### src/rtl/hex_ctrl_pkg.sv
// Shared constants and mode encoding for the HEX message scroller sequencer.
// Timing defaults assume a 50 MHz board clock.
package hex_ctrl_pkg;

  localparam int RATE_W = 6;

  localparam int CLK_HZ_DEF        = 50_000_000;
  localparam int ACC_W_DEF         = 26;
  localparam int RATE_MIN_DEF      = 1;
  localparam int RATE_MAX_DEF      = 50;
  localparam int RATE_INIT_DEF     = 3;
  localparam int DEB_CYCLES_DEF    = 500_000;
  localparam int REPEAT_CYCLES_DEF = 12_500_000;

  typedef enum logic [1:0] {
    MODE_STATIC = 2'b00,
    MODE_SCROLL = 2'b01,
    MODE_PAUSE  = 2'b10
  } mode_e;

endpackage

### src/rtl/key_debounce.sv
// One KEY input: 2-FF synchroniser, level debouncer, one-cycle press event
// and optional auto-repeat while the key stays held.
module key_debounce
  import hex_ctrl_pkg::*;
#(
  parameter int DEB_CYCLES    = DEB_CYCLES_DEF,
  parameter int REPEAT_CYCLES = REPEAT_CYCLES_DEF,
  parameter bit REPEAT_EN     = 1'b0
) (
  input  logic clk,
  input  logic reset,
  input  logic key_n,
  output logic press
);

  localparam int DW = $clog2(DEB_CYCLES + 1);
  localparam int RW = $clog2(REPEAT_CYCLES + 1);

  logic          sync_p0;
  logic          sync_p1;
  logic          raw;
  logic          level;
  logic          level_next;
  logic          rise;
  logic          deb_done;
  logic          rep_fire;
  logic [DW-1:0] deb_cnt;

  // Debounced level is "pressed" = 1; raw is the synchronised key in the same sense.
  assign raw      = ~sync_p1;
  assign deb_done = (deb_cnt == DW'(DEB_CYCLES - 1));

  always_comb begin
    level_next = level;
    rise       = 1'b0;
    if ((raw != level) && deb_done) begin
      level_next = raw;
      rise       = raw;
    end
  end

  always_ff @(posedge clk) begin
    if (reset) begin
      sync_p0 <= 1'b1;
      sync_p1 <= 1'b1;
      level   <= 1'b0;
      deb_cnt <= '0;
    end else begin
      sync_p0 <= key_n;
      sync_p1 <= sync_p0;
      level   <= level_next;
      if ((raw == level) || deb_done) begin
        deb_cnt <= '0;
      end else begin
        deb_cnt <= deb_cnt + DW'(1);
      end
    end
  end

  generate
    if (REPEAT_EN) begin : g_rep
      logic [RW-1:0] rep_cnt;
      logic          rep_done;

      assign rep_done = (rep_cnt == RW'(REPEAT_CYCLES - 1));
      assign rep_fire = level_next && !rise && rep_done;

      // Period counts from the press event; any release restarts it.
      always_ff @(posedge clk) begin
        if (reset || rise || !level_next || rep_done) begin
          rep_cnt <= '0;
        end else begin
          rep_cnt <= rep_cnt + RW'(1);
        end
      end
    end else begin : g_norep
      assign rep_fire = 1'b0;
    end
  endgenerate

  always_ff @(posedge clk) begin
    if (reset) begin
      press <= 1'b0;
    end else begin
      press <= rise | rep_fire;
    end
  end

endmodule

### src/rtl/hex_scroll_ctrl.sv
// Scroll sequencer: key handling, saturating rate register, drift-free step
// accumulator and the STATIC/SCROLL/PAUSE mode FSM driving the HEX rotator.
module hex_scroll_ctrl
  import hex_ctrl_pkg::*;
#(
  parameter int CLK_HZ        = CLK_HZ_DEF,
  parameter int ACC_W         = ACC_W_DEF,
  parameter int RATE_MIN      = RATE_MIN_DEF,
  parameter int RATE_MAX      = RATE_MAX_DEF,
  parameter int RATE_INIT     = RATE_INIT_DEF,
  parameter int DEB_CYCLES    = DEB_CYCLES_DEF,
  parameter int REPEAT_CYCLES = REPEAT_CYCLES_DEF
) (
  input  logic              CLOCK_50,
  input  logic              reset,
  input  logic              key_rrst_n,
  input  logic              key_up_n,
  input  logic              key_dn_n,
  input  logic              key_pause_n,
  input  logic              sw_static,
  output logic              step,
  output logic              load,
  output logic [RATE_W-1:0] rate,
  output logic [1:0]        mode,
  output logic              blink
);

  logic ev_rrst;
  logic ev_up;
  logic ev_dn;
  logic ev_pause;

  key_debounce #(
    .DEB_CYCLES(DEB_CYCLES), .REPEAT_CYCLES(REPEAT_CYCLES), .REPEAT_EN(1'b0)
  ) u_key_rrst (
    .clk(CLOCK_50), .reset(reset), .key_n(key_rrst_n), .press(ev_rrst)
  );

  key_debounce #(
    .DEB_CYCLES(DEB_CYCLES), .REPEAT_CYCLES(REPEAT_CYCLES), .REPEAT_EN(1'b1)
  ) u_key_up (
    .clk(CLOCK_50), .reset(reset), .key_n(key_up_n), .press(ev_up)
  );

  key_debounce #(
    .DEB_CYCLES(DEB_CYCLES), .REPEAT_CYCLES(REPEAT_CYCLES), .REPEAT_EN(1'b1)
  ) u_key_dn (
    .clk(CLOCK_50), .reset(reset), .key_n(key_dn_n), .press(ev_dn)
  );

  key_debounce #(
    .DEB_CYCLES(DEB_CYCLES), .REPEAT_CYCLES(REPEAT_CYCLES), .REPEAT_EN(1'b0)
  ) u_key_pause (
    .clk(CLOCK_50), .reset(reset), .key_n(key_pause_n), .press(ev_pause)
  );

  // Up wins over down when both arrive together; neither end wraps.
  function automatic logic [RATE_W-1:0] sat_rate(input logic [RATE_W-1:0] r,
                                                 input logic up,
                                                 input logic dn);
    logic [RATE_W-1:0] res;
    res = r;
    if (up) begin
      if (r < RATE_W'(RATE_MAX)) res = r + RATE_W'(1);
    end else if (dn) begin
      if (r > RATE_W'(RATE_MIN)) res = r - RATE_W'(1);
    end
    return res;
  endfunction

  logic [RATE_W-1:0] rate_next;

  always_comb begin
    if (ev_rrst) begin
      rate_next = RATE_W'(RATE_INIT);
    end else begin
      rate_next = sat_rate(rate, ev_up, ev_dn);
    end
  end

  mode_e state;
  mode_e state_next;

  always_ff @(posedge CLOCK_50) begin
    if (reset) begin
      state <= MODE_STATIC;
    end else begin
      state <= state_next;
    end
  end

  always_comb begin
    state_next = state;
    if (sw_static) begin
      state_next = MODE_STATIC;
    end else begin
      case (state)
        MODE_STATIC: state_next = MODE_SCROLL;
        MODE_SCROLL: if (ev_pause) state_next = MODE_PAUSE;
        MODE_PAUSE:  if (ev_pause) state_next = MODE_SCROLL;
        default:     state_next = MODE_STATIC;
      endcase
    end
  end

  logic [ACC_W-1:0] acc;
  logic [ACC_W-1:0] acc_sum;
  logic [ACC_W-1:0] acc_next;
  logic             step_next;
  logic             load_next;
  logic             blink_next;

  assign acc_sum = acc + ACC_W'(rate);

  // Outputs are decided from the mode being entered, so a registered step
  // only ever appears alongside mode=SCROLL and never alongside load.
  always_comb begin
    acc_next   = acc;
    step_next  = 1'b0;
    load_next  = 1'b0;
    blink_next = blink;
    case (state_next)
      MODE_STATIC: begin
        acc_next   = '0;
        blink_next = 1'b0;
        load_next  = (state != MODE_STATIC);
      end
      MODE_SCROLL: begin
        if (acc_sum >= ACC_W'(CLK_HZ)) begin
          acc_next   = acc_sum - ACC_W'(CLK_HZ);
          step_next  = 1'b1;
          blink_next = ~blink;
        end else begin
          acc_next = acc_sum;
        end
      end
      default: ;
    endcase
  end

  always_ff @(posedge CLOCK_50) begin
    if (reset) begin
      rate  <= RATE_W'(RATE_INIT);
      acc   <= '0;
      step  <= 1'b0;
      load  <= 1'b1;
      blink <= 1'b0;
    end else begin
      rate  <= rate_next;
      acc   <= acc_next;
      step  <= step_next;
      load  <= load_next;
      blink <= blink_next;
    end
  end

  assign mode = state;

endmodule

### config.mk
export PLATFORM = sky130hd
export DESIGN_NAME = hex_scroll_ctrl
export DESIGN_NICKNAME = d
export VERILOG_FILES = /design/src/rtl/hex_ctrl_pkg.sv /design/src/rtl/key_debounce.sv /design/src/rtl/hex_scroll_ctrl.sv
export SDC_FILE = /design/constraint.sdc
export NUM_CORES = 1
export LEC_CHECK = 0
export CAP_MARGIN = 20
export CORE_MARGIN = 2
export CORE_UTILIZATION = 30
export CTS_CLUSTER_DIAMETER = 200
export DETAILED_ROUTE_END_ITERATION = 10
export PLACE_DENSITY = 0.45
export SYNTH_ARGS = -nofsm -noshare
export SYNTH_HDL_FRONTEND = slang
export SYNTH_SLANG_ARGS = --single-unit
### constraint.sdc
create_clock -name CLOCK_50 -period 10.1 [get_ports CLOCK_50]
set_input_delay 2.02 -clock CLOCK_50 [delete_from_list [all_inputs] [get_ports CLOCK_50]]
set_output_delay 2.02 -clock CLOCK_50 [all_outputs]
set_load 0.02 [all_outputs]
==> results.py <==
metrics = {
    "run": {
        "max_cap_viol_count": 0,
    },
    "route": {
        "wl_um": 18300,
        "antenna_left": 0,
        "dr.pass1.iters": 5,
        "vias": 6733,
        "routed_via_density": 4.74,
        "drt_iter0_drc": 424,
        "wire_per_inst_um": 12.9,
        "drc": 0,
    },
    "final_layout": {
        "area_growth_pct": 13.3,
        "layout_common_cells": "nor2_1 (184), dfxtp_1 (177), nand2_1 (91)",
        "diodes": 0,
        "layout_commonest_cell": "nor2_1",
        "final-instance-count-excl-fill": 1419,
        "final_nets": 1052,
        "drive_above_1_share_pct": 6.24,
        "fillers": 2947,
        "seqCellArea_sq_um": 3540,
        "multi_input_area_sq_um": 4790,
    },
    "clocking": {
        "cts_max_level": 4,
        "root_buffer": "clkbuf_16",
        "cts_tree": "yes",
        "cts_hold_buf": 0,
        "cts_buffers": 17,
        "cts_setup_buffers": 0,
        "clk_path_buf_depth": 2,
        "cts_sinks": 177,
        "post_cts_resize_count": 0,
        "clk_latency_ns": 0.44,
        "clkTransAtPathRegs_ns": 0.07,
    },
    "critical_path": {
        "slowest_delay_ns": 0.47,
        "cp_top_family": "compound AO/OA/AOI/OAI gates",
        "cp_max_fo": 8,
        "critical_path.cell_chain": "ha_1 -> fa_1 -> a21oi_2 -> o2bb2ai_1 -> o21ai_1 -> xor2_1 -> ha_1 -> and3_1 -> o21ai_1 -> a41oi_1 -> o21ai_0 -> nand3_2 -> or4_1 -> a32o_1",
        "crit_type": "flip-flop to flip-flop",
        "cp.required_ns": 10.43,
        "worstSetupStartpointType": "flip-flop",
        "end_kind": "flip-flop",
        "critPathArrivalTime_ns": 4.60,
        "cp.buffers_inverters": 0,
        "slowest_stage": "o21ai_0",
    },
    "floorplanning": {
        "dieArea_sq_um": 29900,
        "core_sq_um": 27900,
        "fp.dieH_um": 173,
        "die_w_um": 173,
        "io_pins": 18,
        "start_util_pct": 30.7,
        "row_count": 61,
    },
    "logic_synthesis": {
        "syn_area_per_cell_sq_um": 8.41,
        "yosysSeqAreaShare_pct": 41.3,
        "netlist_instances": 1019,
        "ys_types": 74,
        "synth_edf_count": 0,
        "synthFlopType": "dfxtp_1",
        "synthArstFlopShare_pct": 0,
        "synth.ff_latch_count": 177,
        "syn_nets": 1043,
        "syn_area_sq_um": 8570,
        "yosys_warnings": 0,
    },
    "grt": {
        "grt_pass1_wl_um": 31700,
        "grt_max_degree": 34,
        "antenna_found_initial": 0,
        "grt_use_total_pct": 12.7,
        "grt_overflow_total": 0,
        "grt_pass1_vias": 6391,
    },
    "sta": {
        "rsz0062_at_grt": "false",
        "slew_headroom_pct": 45.7,
        "tightest_slew_ns": 0.809,
        "fmax_mhz": 234,
        "final.period_utilization_pct": 42.3,
        "min_period_ns": 4.27,
        "skew_ns": 0.0160,
        "tns_ns": 0,
        "finalHoldViolations": 0,
        "drv_slew": 0,
        "setup_violations": 0,
    },
    "worst_hold_path": {
        "min_path_type": "flip-flop to flip-flop",
    },
    "place": {
        "dp_hpwl_um": 12700,
        "gp_congestion": 0.825,
        "io_buffers": 17,
        "placedCellCount": 1387,
    },
    "pwr": {
        "p_leak_nw": 3.17,
        "vdd_drop_max_uv": 97.1,
        "powerDensity_nw_per_um2": 144,
    },
    "outcome": {
        "status": "complete, no violations",
    },
}
## metal layers
| metal | track usage, % | wire length [um] |
|---|---|---|
| met1 | 17.1 | 9210 |
| met2 | 20.3 | 8280 |
| met3 | 2.99 | 555 |
| met4 | 3.18 | 214 |
| met5 | 0 | 0 |
## worst reg2reg max path, cell delays in order, from the launching register on
cell and delay [ns]:
dfxtp_1 0.39, ha_1 0.28, fa_1 0.43, a21oi_2 0.26, o2bb2ai_1 0.22, o21ai_1 0.33, xor2_1 0.12, ha_1 0.25
and3_1 0.16, o21ai_1 0.25, a41oi_1 0.16, o21ai_0 0.47, nand3_2 0.17, or4_1 0.43, a32o_1 0.25
## kinds of logic after synthesis
group                      after synthesis  share of synthesized area [%]
adders and majority gates               17                           2.57
and+or+nand+nor                        499                           28.4
DFF                                    177                           41.3
AOI/OAI and AO/OA                      121                           10.2
buffers and inverters                   61                           2.77
muxes                                    5                          0.598
xor gates and xnor gates               139                           14.2
## synthesized netlist by cell type (3+ instances only)
master | n | area share [%]
a211o_1 | 6 | 0.61
a211oi_1 | 6 | 0.53
a21o_1 | 5 | 0.44
a21oi_1 | 28 | 1.6
a22o_1 | 3 | 0.31
a32oi_1 | 4 | 0.41
and2_1 | 8 | 0.58
and3_1 | 22 | 1.6
and4_1 | 8 | 0.82
buf_1 | 3 | 0.13
buf_2 | 4 | 0.23
clkbuf_1 | 22 | 0.96
dfxtp_1 | 177 | 41
ha_1 | 16 | 2.3
inv_1 | 30 | 1.3
mux2i_1 | 4 | 0.47
nand2_1 | 91 | 4.0
nand2b_1 | 3 | 0.22
nand3_1 | 55 | 3.2
nand4_1 | 30 | 2.2
nor2_1 | 184 | 8.1
nor2b_1 | 4 | 0.29
nor3_1 | 24 | 1.4
nor4_1 | 14 | 1.0
nor4b_1 | 10 | 1.0
o2111ai_1 | 3 | 0.31
o21ai_0 | 27 | 1.6
o21ai_1 | 7 | 0.41
o31ai_1 | 4 | 0.35
or2_2 | 12 | 0.88
or3_1 | 16 | 1.2
or4_1 | 3 | 0.26
xnor2_1 | 62 | 6.3
xor2_1 | 77 | 7.9
## through the flow
step / area (sq um) / utilization (%) / hold WS (ns) / total power, mW / worst slack [ns]
finish: 9710 / 34.8 / 0.411 / 1.40 / 5.83
global route: 9710 / 34.8 / 0.432 / 1.46 / 5.55
CTS: 9710 / 34.8 / 0.412 / 1.43 / 5.86
detailed placement: 9120 / 32.6 / 0.393 / 0.744 / 5.65
global placement: 9120 / 32.6 / 0.392 / 0.744 / 5.70
floorplan: 8570 / - / 0.389 / 0.735 / 6.37
## registers in the layout (all words and copies together), names as in the netlist, 2 cells and up
signal                  count
acc                        26
mode                        2
rate                        6
u_key_dn.deb_cnt           19
u_key_dn.g_rep.rep_cnt     24
u_key_pause.deb_cnt        19
u_key_rrst.deb_cnt         19
u_key_up.deb_cnt           19
u_key_up.g_rep.rep_cnt     24
## report_power, final
group / internal, mW / switching (mW)
registers: 0.701 / 0.00289
logic: 0.00961 / 0.0139
clock network: 0.342 / 0.331
## final timing paths
| check | slack (ns) | start | end | cells past startpoint |
|---|---|---|---|---|
| max | 5.83 | rate[0] | acc[23] | 14 |
| min reg2reg | 0.41 | u_key_rrst.sync_p0 | u_key_rrst.sync_p1 | 1 |
| min | 0.41 | u_key_rrst.sync_p0 | u_key_rrst.sync_p1 | 1 |
| max reg2reg | 5.83 | rate[0] | acc[23] | 14 |
## cell type report
cell class	count	area share, %
Clock inverter	14	1.62
Sequential cell	177	36.5
Timing Repair Buffer	20	1.98
Clock buffer	18	4.52
Tap cell	378	4.87
Inverter	31	1.20
Multi-Input combinational cell	781	49.3
Power figures use the tool's default switching activity.
